`src/rtl/rv32i_div_unit.sv`:
```
// rtl/rv32i_div_unit.sv - iterative radix-2 RV32M divide/remainder unit; optional DIV_REM_REUSE_EN result reuse
module rv32i_div_unit #(
    parameter int XLEN       = 32,
    parameter int REG_ADDR_W = 5
) (
    input  logic                  clk,
    input  logic                  rst,
    input  logic                  start,
    input  logic [1:0]            op,
    input  logic [XLEN-1:0]       rs1_data,
    input  logic [XLEN-1:0]       rs2_data,
    input  logic [REG_ADDR_W-1:0] rd_addr,
    input  logic                  flush,
    output logic                  busy,
    output logic                  wb_valid,
    output logic [REG_ADDR_W-1:0] wb_addr,
    output logic [XLEN-1:0]       wb_data
);
    typedef enum logic [1:0] {IDLE, CALC, DONE} state_t;

    localparam logic [XLEN-1:0] SMIN = {1'b1, {(XLEN-1){1'b0}}};
    localparam logic [XLEN-1:0] ONES = {XLEN{1'b1}};

    state_t                  state;
    logic [4:0]              count;
    logic [XLEN-1:0]         quo_q;
    logic [XLEN-1:0]         rem_q;
    logic [XLEN-1:0]         divisor_q;
    logic [REG_ADDR_W-1:0]   rd_q;
    logic                    op_rem_q;
    logic                    neg_q;
    logic                    neg_r;

    // Operand conditioning in IDLE; op[0]=1 selects the unsigned variants
    logic                    in_signed, rs1_neg, rs2_neg, div_zero, overflow, special;
    logic [XLEN-1:0]         abs1, abs2, special_res;

    assign in_signed   = ~op[0];
    assign rs1_neg     = in_signed & rs1_data[XLEN-1];
    assign rs2_neg     = in_signed & rs2_data[XLEN-1];
    assign abs1        = rs1_neg ? -rs1_data : rs1_data;
    assign abs2        = rs2_neg ? -rs2_data : rs2_data;
    assign div_zero    = (rs2_data == '0);
    assign overflow    = in_signed && (rs1_data == SMIN) && (rs2_data == ONES);
    assign special     = div_zero || overflow;
    assign special_res = div_zero ? (op[1] ? rs1_data : ONES) : (op[1] ? '0 : SMIN);

    // One restoring step; bit XLEN of the trial difference is the borrow
    logic [XLEN:0]           trial;
    logic [XLEN-1:0]         quo_next, rem_next, q_res, r_res;

    assign trial    = {rem_q, quo_q[XLEN-1]} - {1'b0, divisor_q};
    assign rem_next = trial[XLEN] ? {rem_q[XLEN-2:0], quo_q[XLEN-1]} : trial[XLEN-1:0];
    assign quo_next = {quo_q[XLEN-2:0], ~trial[XLEN]};
    assign q_res    = neg_q ? -quo_next : quo_next;
    assign r_res    = neg_r ? -rem_next : rem_next;

    logic                    reuse_hit;
    logic [XLEN-1:0]         reuse_res;

`ifdef DIV_REM_REUSE_EN
    logic                    ent_valid;
    logic                    ent_signed;
    logic [XLEN-1:0]         ent_rs1, ent_rs2, ent_quo, ent_rem;

    assign reuse_hit = ent_valid && (ent_rs1 == rs1_data) && (ent_rs2 == rs2_data)
                       && (ent_signed == in_signed);
    assign reuse_res = op[1] ? ent_rem : ent_quo;

    // Key is captured at launch but only marked valid once the full calculation lands
    always_ff @(posedge clk or posedge rst) begin
        if (rst) begin
            ent_valid  <= 1'b0;
            ent_signed <= 1'b0;
            ent_rs1    <= '0;
            ent_rs2    <= '0;
            ent_quo    <= '0;
            ent_rem    <= '0;
        end else if (flush) begin
            ent_valid <= 1'b0;
        end else if (state == IDLE && start) begin
            if (special) begin
                ent_valid <= 1'b0;
            end else if (!reuse_hit) begin
                ent_valid  <= 1'b0;
                ent_signed <= in_signed;
                ent_rs1    <= rs1_data;
                ent_rs2    <= rs2_data;
            end
        end else if (state == CALC && count == 5'd31) begin
            ent_valid <= 1'b1;
            ent_quo   <= q_res;
            ent_rem   <= r_res;
        end
    end
`else
    assign reuse_hit = 1'b0;
    assign reuse_res = '0;
`endif

    always_ff @(posedge clk or posedge rst) begin
        if (rst) begin
            state     <= IDLE;
            count     <= '0;
            busy      <= 1'b0;
            wb_valid  <= 1'b0;
            wb_addr   <= '0;
            wb_data   <= '0;
            quo_q     <= '0;
            rem_q     <= '0;
            divisor_q <= '0;
            rd_q      <= '0;
            op_rem_q  <= 1'b0;
            neg_q     <= 1'b0;
            neg_r     <= 1'b0;
        end else begin
            wb_valid <= 1'b0;
            case (state)
                IDLE: begin
                    if (start && !flush) begin
                        rd_q     <= rd_addr;
                        op_rem_q <= op[1];
                        busy     <= 1'b1;
                        if (special || reuse_hit) begin
                            state    <= DONE;
                            wb_valid <= (rd_addr != '0);
                            wb_addr  <= rd_addr;
                            wb_data  <= special ? special_res : reuse_res;
                        end else begin
                            state     <= CALC;
                            count     <= '0;
                            quo_q     <= abs1;
                            rem_q     <= '0;
                            divisor_q <= abs2;
                            neg_q     <= rs1_neg ^ rs2_neg;
                            neg_r     <= rs1_neg;
                        end
                    end
                end
                CALC: begin
                    if (flush) begin
                        state <= IDLE;
                        busy  <= 1'b0;
                    end else begin
                        quo_q <= quo_next;
                        rem_q <= rem_next;
                        count <= count + 5'd1;
                        if (count == 5'd31) begin
                            state    <= DONE;
                            wb_valid <= (rd_q != '0);
                            wb_addr  <= rd_q;
                            wb_data  <= op_rem_q ? r_res : q_res;
                        end
                    end
                end
                DONE: begin
                    state <= IDLE;
                    busy  <= 1'b0;
                end
                default: begin
                    state <= IDLE;
                    busy  <= 1'b0;
                end
            endcase
        end
    end
endmodule

```
`config.mk`:
```
export PLATFORM = sky130hd
export DESIGN_NAME = rv32i_div_unit
export DESIGN_NICKNAME = d
export VERILOG_FILES = /design/src/rtl/rv32i_div_unit.sv
export SDC_FILE = /design/constraint.sdc
export NUM_CORES = 1
export LEC_CHECK = 0
export BUFFER_PORTS_ARGS = -buffer_cell sky130_fd_sc_hd__buf_2
export CAP_MARGIN = 20
export CORE_ASPECT_RATIO = 1.5
export CORE_MARGIN = 5
export CORE_UTILIZATION = 40
export CTS_BUF_LIST = sky130_fd_sc_hd__clkbuf_4 sky130_fd_sc_hd__clkbuf_8
export CTS_CLUSTER_SIZE = 12
export DETAILED_ROUTE_END_ITERATION = 7
export HOLD_SLACK_MARGIN = 0.1
export REMOVE_ABC_BUFFERS = 1
export SYNTH_ARGS = -nofsm -noshare
export SYNTH_HDL_FRONTEND = slang
export SYNTH_SLANG_ARGS = --single-unit
```
`constraint.sdc`:
```
create_clock -name clk -period 7.95 [get_ports clk]
set_input_delay 1.1925 -clock clk [delete_from_list [all_inputs] [get_ports clk]]
set_output_delay 1.1925 -clock clk [all_outputs]
set_load 0.005 [all_outputs]
```
Yosys cells after proc, flatten, opt, wreduce, memory -nomap -nowiden
Cells that the tools add are included.
{"block": "classes", "n_eq_ne": 11, "mux": 44, "bitwise": 6, "n_addsub": 6, "reduce_logical": 16}
{"cell": "two-way mux 32 bit", "n": 19}
{"cell": "one-hot mux 32 bit (2 select lines)", "n": 3}
{"cell": "negation 32 bit", "n": 4}
{"cell": "== test 32 bit (second input constant)", "n": 2}
{"cell": "two-way mux 5 bit", "n": 7}
{"cell": "subtractor 33 x 32 -> 33 bit", "n": 1}
{"cell": "zero test 32 bit", "n": 1}
{"cell": "one-hot mux 5 bit (2 select lines)", "n": 2}
{"cell": "!= test 2 bit (second input constant)", "n": 6}
{"cell": "nonzero test 5 bit", "n": 2}
{"cell": "two-way mux 2 bit", "n": 4}
{"cell": "two-way mux 1 bit", "n": 6}
{"cell": "AND reduction 2 bit", "n": 3}
{"cell": "adder 5 x 1 -> 5 bit (second input constant)", "n": 1}
{"cell": "== test 5 bit (second input constant)", "n": 1}
{"cell": "AND reduction 5 bit", "n": 1}
{"cell": "one-hot mux 1 bit (2 select lines)", "n": 2}
{"cell": "one-hot mux 2 bit (2 select lines)", "n": 1}
{"cell": "AND reduction 4 bit", "n": 1}
{"cell": "logical AND 1 bit", "n": 3}
{"cell": "!= test 3 bit (second input constant)", "n": 1}
{"cell": "inverter 1 bit", "n": 3}
{"cell": "AND reduction 3 bit", "n": 1}
{"cell": "bitwise AND 1 bit", "n": 2}
{"cell": "6 further kinds", "n": 6}
{"block": "totals", "out_inout_bits": 39, "input_bits": 75, "register_bits": 150, "elab_cells": 96}

Depth between registers and ports, before layout
Gate-level depths: netlist of the first run.
{"block": "depth", "ltp_word": 8, "depth_mapped": 23, "ltp_nobuf": 21}

Least setup slack after synthesis of the first run
Ideal clock, no wire load.
{"block": "synth_timing", "path_type": "flip-flop to flip-flop", "startpoint": "register quo_q[31]", "endpoint": "register wb_data[28]", "stages_incl_launch_ff": 24, "required_time_ns": 7.856, "arrival_time_ns": 5.515, "period_less_slack_ns": 5.608, "path_buffers": 2, "setup_ns": 0.094, "setup_slack_ns": 2.342, "path_cell_list": "dfrtp_1 inv_1 ha_1 fa_1 nand2b_1 a21oi_1 o21bai_1 a21oi_1 o21a_1 nor2_1 inv_1 clkbuf_1 buf_1 nor2_1 a21oi_1 ha_1 or4b_2 a21oi_1 and4_1 o22ai_2 nor4b_4 a41oi_1 xor2_1 a221oi_2"}
{"block": "synth_via", "elab_chain_cells": 8, "word_cells_on_any_way": 11, "cone_classes": "add/sub: 3; mux: 7; bitwise: 1"}
{"element": "from (decl)", "line": "26", "text": "logic [XLEN-1:0] quo_q;"}
{"element": "from (signal assigned)", "line": "132", "text": "quo_q <= abs1;"}
{"element": "from (signal assigned)", "line": "145", "text": "quo_q <= quo_next;"}
{"element": "subtractor 33 x 32 -> 33 bit", "line": "52", "text": "assign trial = {rem_q, quo_q[XLEN-1]} - {1'b0, divisor_q};"}
{"element": "two-way mux 32 bit / inverter 1 bit (equally long branches)", "line": "53, 54"}
{"element": "negation 32 bit (on tied branches)", "line": "56, 55"}
{"element": "two-way mux 32 bit (on tied branches)", "line": "56, 55"}
{"element": "two-way mux 32 bit *", "line": "152", "text": "wb_data <= op_rem_q ? r_res : q_res;"}
{"element": "two-way mux 32 bit *", "line": "148", "text": "if (count == 5'd31) begin"}
{"element": "two-way mux 32 bit *", "line": "141", "text": "if (flush) begin"}
{"element": "one-hot mux 32 bit (2 select lines) *", "line": "118", "text": "case (state)"}
{"element": "to (signal assigned)", "line": "128", "text": "wb_data <= special ? special_res : reuse_res;"}
{"element": "to (signal assigned)", "line": "152"}
{"element": "to (decl)", "line": "17", "text": "output logic [XLEN-1:0] wb_data"}
Every way passes the cells marked *; elsewhere a longest branch is shown, timed or not. The select of a mux whose other input is x is not followed.
A chain may end at the register's enable or synchronous reset.

Worst setup path in the final report of the first run
Ends and elaborated chain as after synthesis.

==> summary.txt, run 1 <==
clk slew on worst S/H paths = 100 ps
setup TNS = 0 ps
max_slew headroom = 0.247
layout cell share with drive strength beyond 1 = 0.133
first-pass GRT wire length = 64,500 um
Post-CTS Resized = 0
# DRC = 0
Critical R2R Launch = quo_q[31]
Core ar. = 30,400 um^2
post-CTS setup buffers = 0
synthesized area = 12,400 um^2
die area = 34,600 um^2
Cells after DPL = 2,033
Root Buffer = clkbuf_8
Final Cycle Share = 0.797
Final Util = 0.451
Final Non-Filler Cells = 2,065
final setup fails = 0
initial DRC count = 810
Clock Sink Count = 150
synthesized flop and latch total = 150
nets = 1,767
initial core utilization = 0.407
register area share after synthesis = 0.304
H-tree depth = 4
hold_sp = wb_data[4]
Period minus WS final = 6340 ps
Synth Area per Inst = 7.77 um^2
outcome = finished, final reports clean
Slew Viols, Final = 0
Final GP Congestion = 0.885
number of flops mapped to enable cells by yosys = 0
Critical Path AT = 6760 ps
routed via count = 12,100
Die Wd = 153 um
Synth-to-Final Area Change = 10.9%
DRT Pass-1 Iters = 6
Fillers = 3,102
Max FO, Critical Path = 16
crit path launch = quo_q[31]
RSZ-0062 raised after global routing = no
top_reg_cell synth = dfrtp_1
Hold Path Stages = 2
GRT Residual Overflow = 0
Cells after Synth = 1,590
die height = 225 um
Final ANT Viol Nets = 0
post-route clock skew = 18.3 ps
r2r setup slk = 1610 ps
WS Path Type = register to register
clock tree from TritonCTS = yes
P per Cell Area = 171 nW/um^2
Startpoint Class = register
required time worst endpoint = 8370 ps
Max Buffers Root-to-Sink = 2
Final Power = 2340 uW
Wirelength per Cell = 19.7 um
worst r2r path cells = 21
Worst-Margin Slew = 1120 ps
Clock Latency Late Sink = 510 ps
Distinct cells, synth = 89
Hold Slack = 494 ps
vias in the first global route = 11,800
CP Capture Type = register
initial antenna violation count = 1
pin count of the biggest net entering global routing = 93
Inserted Diodes = 0
post-DP HPWL = 30,800 um
Routed WL = 40,600 um
leakage power = 0.00568 uW
YS warnings = 0
ys async rst share = 1.00
all-layer global routing usage = 0.232
io pins = 114
Max Clock Freq = 158 MHz
reg2reg end = wb_data[28]
row cnt = 78
# port buffers = 113
CTS buffer count = 17
worst min-delay path class = register to register
Max IR drop VDD = 0.158 mV
Final Hold Vio Count = 0
Hold-fix buffers, CTS = 0
max_cap viols = 0
Endpoint, Worst Hold = wb_data[4]
vias per cell = 5.86
cell usage after synthesis, drive strengths merged (10+ instances only):
| cell type | instances | area, um^2 |
|---|---|---|
| o21ai | 186 | 938 |
| nand2 | 177 | 667 |
| nor2 | 161 | 607 |
| a21oi | 159 | 803 |
| dfrtp | 150 | 3750 |
| clkbuf | 62 | 233 |
| xnor2 | 62 | 543 |
| xor2 | 61 | 534 |
| inv | 56 | 210 |
| ha | 39 | 488 |
| nor3 | 36 | 196 |
| buf | 29 | 155 |
| a31oi | 27 | 175 |
| nor4 | 27 | 175 |
| o31ai | 26 | 195 |
| o211ai | 25 | 193 |
| mux2i | 24 | 240 |
| or3 | 24 | 155 |
| nand3 | 21 | 105 |
| nand4 | 19 | 119 |
| or4 | 17 | 128 |
| a211oi | 14 | 110 |
| nand2b | 14 | 87.6 |
| a21o | 12 | 90.1 |
| mux2 | 11 | 124 |
| nor2b | 11 | 68.8 |
| o41ai | 11 | 96.3 |
| or2 | 10 | 62.6 |
critical path, stage by stage, from the launching register on:
cell and delay (ps):
dfrtp_1 370, inv_1 70, ha_1 220, fa_1 410
nand2b_1 210, a21oi_1 400, o21bai_1 270, a21oi_1 360
o21a_1 660, nor2_4 70, inv_1 150, nor2_1 50
a21oi_1 210, ha_1 300, or4b_2 600, a21oi_1 250
and4_1 270, o22ai_2 160, nor4b_4 510, a41oi_1 210
xor2_1 210, a221oi_2 270
sequential cells by signal (all words and copies together) (netlist names):
signal / count
busy: 1
count: 5
divisor_q: 32
neg_q: 1
neg_r: 1
op_rem_q: 1
quo_q: 32
rd_q: 5
rem_q: 32
state: 2
wb_addr: 5
wb_data: 32
wb_valid: 1
how the worst max path moves through the flow:
stage | end | slack [ps]
2_1_floorplan | wb_data[28] | 230
3_5_place_dp | wb_data[28] | 1620
6_report | wb_data[28] | 1610
3_3_place_gp | wb_data[28] | 1810
4_1_cts | wb_data[28] | 1600
5_1_grt | wb_data[28] | 1180
layer usage:
metal,global-route usage,up-vias,part of all wire
met1,0.282,5788,0.42
met3,0.0250,70,0.034
met5,0,-,0
met2,0.425,334,0.51
met4,0.0838,0,0.029
li1,-,5902,-
where the power goes:
part,leakage [uW],switching [uW],internal [uW],total [uW]
Sequential,0.00188,77.2,843,920
Clock,0.000226,322,389,711
Combinational,0.00357,441,267,709
Total,0.00568,841,1500,2340
logic make-up (layout without fill, tap and decap cells):
group                      after synthesis  after routing  synth area share
and+or+nand+nor                        551            551             0.216
AOI/OAI and AO/OA                      542            542             0.273
DFF                                    150            150             0.304
buffers and inverters                  149            224            0.0490
xor gates and xnor gates               123            123            0.0872
adders and majority gates               40             40            0.0411
muxes                                   35             35            0.0295
through the flow:
stage	instance area (um^2)	worst slack, ps
floorplan	12000	227
global placement	13200	1810
CTS	13700	1600
global route	13700	1180
finish	13700	1610
detailed placement	13200	1620
cells in the final DEF (no fill, tap or decap), drive strengths merged, types with 25 or more instances in the layout:
master  instances
nor4           27
nor3           36
buf           134
o211ai         25
nand2         177
dfrtp         150
xnor2          62
a31oi          27
nor2          161
ha             39
a21oi         159
o21ai         186
xor2           61
o31ai          26
inv            57
layout make-up:
type / count / area (um^2) / share of cell area
flip-flops and latches: 150 / 3750 / 0.274
multi-input cells: 1291 / 8030 / 0.586
clock inverters: 12 / 200 / 0.0146
clock buffers: 20 / 263 / 0.0192
well taps: 400 / 500 / 0.0365
repair buffers: 134 / 728 / 0.0532
inverters: 58 / 223 / 0.0163
No activity file was read; power rests on OpenSTA's default activity.
==> run 2, diff against run 1 <==
--- a/config.mk
+++ b/config.mk
@@ -5,6 +5,7 @@
 export SDC_FILE = /design/constraint.sdc
 export NUM_CORES = 1
 export LEC_CHECK = 0
+export ABC_AREA = 1
 export BUFFER_PORTS_ARGS = -buffer_cell sky130_fd_sc_hd__buf_2
 export CAP_MARGIN = 20
 export CORE_ASPECT_RATIO = 1.5
==> constraint.sdc (replaced) <==
create_clock -name clk -period 6.1 [get_ports clk]
set_input_delay 0.915 -clock clk [delete_from_list [all_inputs] [get_ports clk]]
set_output_delay 0.915 -clock clk [all_outputs]
set_load 0.005 [all_outputs]
==> run 2 against run 1 <==
  * Clock skew up 4.4 ps
  * Setup slack worse by 360 ps
  * Non-clock buffer count fell by 4
  * Final cell count grew 31%
  * Largest power group is now combinational logic
==> summary.txt, run 2 <==
Multi-input gate area = 8020 um^2
Critical Path Max Stage Delay = 410 ps
number of flops mapped to enable cells by yosys = 0
initial antenna violation count = 0
vias per cell = 5.26
synthesized area = 13,400 um^2
Critical-path top delay cell = fa_1
clock tree from TritonCTS = yes
Cells after Synth = 2,193
layout cell share with drive strength beyond 1 = 0.106
Synth-to-Final Area Change = 9.73%
final setup fails = 0
Final Cycle Share = 0.795
Die Wd = 159 um
count leader, synth = nand2_1
worst min-delay path class = input pin to asynchronous set/reset pin
Final Hold Vio Count = 0
routed via count = 14,200
first-pass GRT wire length = 72,700 um
post-synth top area cell = dfrtp_1
Startpoint Class = register
Core ar. = 33,200 um^2
Hold-fix buffers, CTS = 0
Post-Place Cell Area = 14,300 um^2
Fillers = 3,685
register area = 3750 um^2
leakage power = 0.00775 uW
Clock Sink Count = 150
Routed WL = 46,000 um
CP Capture Type = register
CTS buffer count = 17
dpl ws = 1320 ps
register area share after synthesis = 0.280
commonest non-fill, non-tap cell in the layout = nand2_1
routed wl met2 = 24,000 um
Area contributors post-synth = dfrtp_1, nand2_1, inv_1, o21ai_0, nand3_1
pin count of the biggest net entering global routing = 68
nets = 2,380
Top Metal Used = met4
post-CTS setup buffers = 0
Post-synth top cells = nand2_1, inv_1, nor2_1
Final GP Congestion = 0.911
Worst-Margin Slew = 945 ps
Distinct cells, synth = 53
# port buffers = 113
all-layer global routing usage = 0.244
post-route cell area = 14,700 um^2
# DRC = 0
Max Clock Freq = 206 MHz
WS Path Type = register to register
die area = 37,400 um^2
Critical Path AT = 5250 ps
P per Cell Area = 537 nW/um^2
max_slew headroom = 0.364
GRT Residual Overflow = 0
row cnt = 82
Final Util = 0.442
Clock Latency Late Sink = 510 ps
Critical Path Most Common Cell = nand2_1
Cells after DPL = 2,666
YS warnings = 0
RSZ-0062 raised after global routing = no
max_cap viols = 0
Synth Area per Inst = 6.11 um^2
final worst slack = 1250 ps
post-DP HPWL = 36,000 um
DR WL met3 = 1690 um
H-tree depth = 4
Yosys top cell area share = 0.280
die height = 234 um
Max FO, Critical Path = 7
required time worst endpoint = 6500 ps
io pins = 114
Max IR drop VDD = 0.255 mV
post-route clock skew = 22.7 ps
top_reg_cell synth = dfrtp_1
synthesized flop and latch total = 150
initial DRC count = 977
ys async rst share = 1.00
Root Buffer = clkbuf_8
Slew Viols, Final = 0
most frequent cells in the layout = nand2_1, inv_1, nor2_1, o21ai_0, dfrtp_1
Final ANT Viol Nets = 0
initial core utilization = 0.403
wire length on met1 = 18,500 um
DRT Pass-1 Iters = 5
Period minus WS final = 4850 ps
clk slew on worst S/H paths = 100 ps
vias in the first global route = 13,600
Final Non-Filler Cells = 2,699
Hold Slack = 437 ps
Wirelength per Cell = 17.1 um
Max Buffers Root-to-Sink = 2
outcome = finished, final reports clean
Post-CTS Resized = 0
-- run 2: kinds of logic (layout without fill, tap and decap cells) --
kind of cell / count (synthesis) / count (layout) / synth area share
AOI/OAI and AO/OA: 385 / 385 / 0.157
xor gates and xnor gates: 51 / 51 / 0.0333
adders and majority gates: 40 / 40 / 0.0379
buffers and inverters: 417 / 502 / 0.123
DFF: 150 / 150 / 0.280
muxes: 1 / 1 / 0.000747
other: 0 / 1 / 0
and+or+nand+nor: 1149 / 1149 / 0.368
-- run 2: cell type report --
| cell class | instances | share of cell area |
|---|---|---|
| Multi-Input combinational cell | 1626 | 0.545 |
| Sequential cell | 150 | 0.255 |
| Inverter | 340 | 0.0871 |
| Timing Repair Buffer | 130 | 0.0471 |
| Tap cell | 420 | 0.0357 |
| Clock buffer | 22 | 0.0197 |
| Clock inverter | 10 | 0.00987 |
| Antenna cell | 1 | 0.000170 |
-- run 2: layer usage --
metal  up-vias  global-route usage
met4         0               0.107
met1      6618               0.275
met3        86              0.0304
met2       338               0.458
met5         -                   0
li1       7160                   -
-- run 2: worst paths after layout --
kind,cells past startpoint,slack (ps),endpoint,from
setup / recovery,36,1250,wb_data[30],quo_q[31]
hold / removal,2,440,divisor_q[26],rst
setup reg to reg,36,1250,wb_data[30],quo_q[31]
hold reg to reg,2,480,wb_data[22],wb_data[22]
max in group asynchronous,3,4340,quo_q[12],rst
min in group clk,2,480,wb_data[22],wb_data[22]
-- run 2: stage by stage --
stage	TNS (ps)	power, uW
after detailed placement	0	6970
after global placement	0	6940
after floorplan	-6120	5490
final	0	7900
after global routing	0	8700
after CTS	0	7890
-- run 2: critical path: cells and delay by family, from the launching register on --
kind                       cells  cell delay [ps]
AOI/OAI and AO/OA              2              340
adders and majority gates      3              800
buffers and inverters          3              210
DFF                            1              390
and+or+nand+nor               28             3010
-- run 2: where the power goes --
| part | switching [uW] | internal (uW) |
|---|---|---|
| clock network | 419 | 447 |
| registers | 261 | 1360 |
| logic | 3750 | 1670 |
| total | 4430 | 3480 |
==> run 3, diff against run 2 <==
==> constraint.sdc (replaced) <==
create_clock -name clk -period 4.6 [get_ports clk]
set_input_delay 0.69 -clock clk [delete_from_list [all_inputs] [get_ports clk]]
set_output_delay 0.69 -clock clk [all_outputs]
set_load 0.005 [all_outputs]
==> run 3 against run 2 <==
  * Global-route usage grew 0.26 points
  * Critical path type unchanged
  * Clock-buffer cell count decreased by 1
  * Setup slack worse by 840 ps
  * Total power grew 35%
  * Register-to-register slack worse by 840 ps
==> summary.txt, run 3 (synthesis gave the netlist of run 2 again) <==
outcome = finished, final reports clean
initial DRC count = 881
first-pass GRT wire length = 73,400 um
sequential share of power = 0.202
Core ar. = 33,200 um^2
Critical R2R Launch = quo_q[31]
combinational fraction of design power = 0.694
final setup fails = 0
Die Wd = 159 um
setup TNS = 0 ps
dpl ws = 86.3 ps
Fillers = 3,635
Period minus WS final = 4190 ps
pin count of the biggest net entering global routing = 84
Critical Path Max Stage Delay = 390 ps
Max Clock Freq = 238 MHz
final worst slack = 405 ps
Wirelength per Cell = 17.2 um
Root Buffer = clkbuf_8
post-DP HPWL = 36,400 um
initial core utilization = 0.403
Clock Latency Late Sink = 520 ps
WS Path Type = register to register
Clock Sink Count = 150
Hold-fix buffers, CTS = 0
clock tree from TritonCTS = yes
GRT Residual Overflow = 0
clk slew on worst S/H paths = 80 ps
Synth-to-Final Area Change = 11.3%
Worst path top cell family by delay = simple AND/OR/NAND/NOR gates
Int Pwr = 4670 uW
worst min-delay path class = input pin to asynchronous set/reset pin
Routed WL = 46,700 um
nets = 2,403
P_sw = 5970 uW
most frequent cells in the layout = nand2_1, inv_1, nor2_1, o21ai_0, dfrtp_1
Final Cycle Share = 0.912
post-route clock skew = 16.4 ps
max_slew headroom = 0.429
register area = 3750 um^2
Worst-Margin Slew = 855 ps
Multi-input gate area = 8060 um^2
r2r setup slk = 410 ps
leakage power = 0.00788 uW
CP bufs+invs = 4
required time worst endpoint = 5010 ps
Final ANT Viol Nets = 0
vias in the first global route = 13,900
Slew Viols, Final = 0
die height = 234 um
reg2reg end = wb_data[26]
H-tree depth = 4
die area = 37,400 um^2
# port buffers = 113
max_cap viols = 0
commonest non-fill, non-tap cell in the layout = nand2_1
all-layer global routing usage = 0.246
routed via count = 14,300
Max Buffers Root-to-Sink = 2
P per Cell Area = 713 nW/um^2
Critical-path top delay cell = dfrtp_1
Critical Path AT = 4600 ps
initial antenna violation count = 1
Final Hold Vio Count = 0
layout cell share with drive strength beyond 1 = 0.118
CP Capture Type = register
Max FO, Critical Path = 4
clock network fraction of total power = 0.104
Max IR drop VDD = 0.326 mV
vias per cell = 5.25
row cnt = 82
switching share of total power = 0.561
Startpoint Class = register
worst r2r path cells = 35
# DRC = 0
io pins = 114
Critical Path Most Common Cell = nand2_1
stages on the worst setup path = 35
DRT Pass-1 Iters = 6
Final GP Congestion = 0.915
CTS buffer count = 17
[run 3: power by group through the flow]
stage / Combinational [uW] / Clock [uW] / Sequential, uW
2_1_floorplan: 5150 / 0 / 2130
3_3_place_gp: 7220 / 0 / 2150
3_5_place_dp: 7260 / 0 / 2160
4_1_cts: 7310 / 1130 / 2140
5_1_grt: 8300 / 1180 / 2200
6_report: 7380 / 1110 / 2150
[run 3: layout make-up]
cell class / instances / share of cell area
clock inverter: 10 / 0.00872
antenna: 1 / 0.000168
sequential: 150 / 0.252
inverter: 340 / 0.0859
timing repair buffer: 153 / 0.0597
clock buffer: 21 / 0.0181
multi-input combinational: 1626 / 0.541
tap: 420 / 0.0352
[run 3: metal layers]
layer / up-vias / share of wire / GRT usage
li1: 7199 / - / -
met1: 6604 / 0.40 / 0.278
met2: 390 / 0.51 / 0.454
met3: 99 / 0.037 / 0.0285
met4: 0 / 0.051 / 0.131
met5: - / 0 / 0
[run 3: metrics by stage]
stage               instance area, um^2  hold slack, ps  utilization  power [uW]  instances
finish                            14900             330        0.449       10600       2721
global route                      14900             393        0.449       11700       2721
CTS                               14900             345        0.447       10600       2718
global placement                  14500             459        0.435        9360       2687
floorplan                         13000             453            -        7280       2116
detailed placement                14500             460        0.435        9420       2687
[run 3: worst max-delay path by stage]
stage	from	to	slack, ps
after global placement	quo_q[31]	wb_data[30]	200
after floorplan	state[1]	quo_q[24]	-2180
after detailed placement	quo_q[31]	wb_data[26]	90
final	quo_q[31]	wb_data[26]	410
after CTS	quo_q[31]	wb_data[26]	60
after global routing	quo_q[31]	wb_data[28]	-30
[run 3: what timing repair did]
item / in CTS / in global routing
endpoints found under the setup margin: 0 / 6
setup buffers: 0 / 2
gates resized for setup: 0 / 12
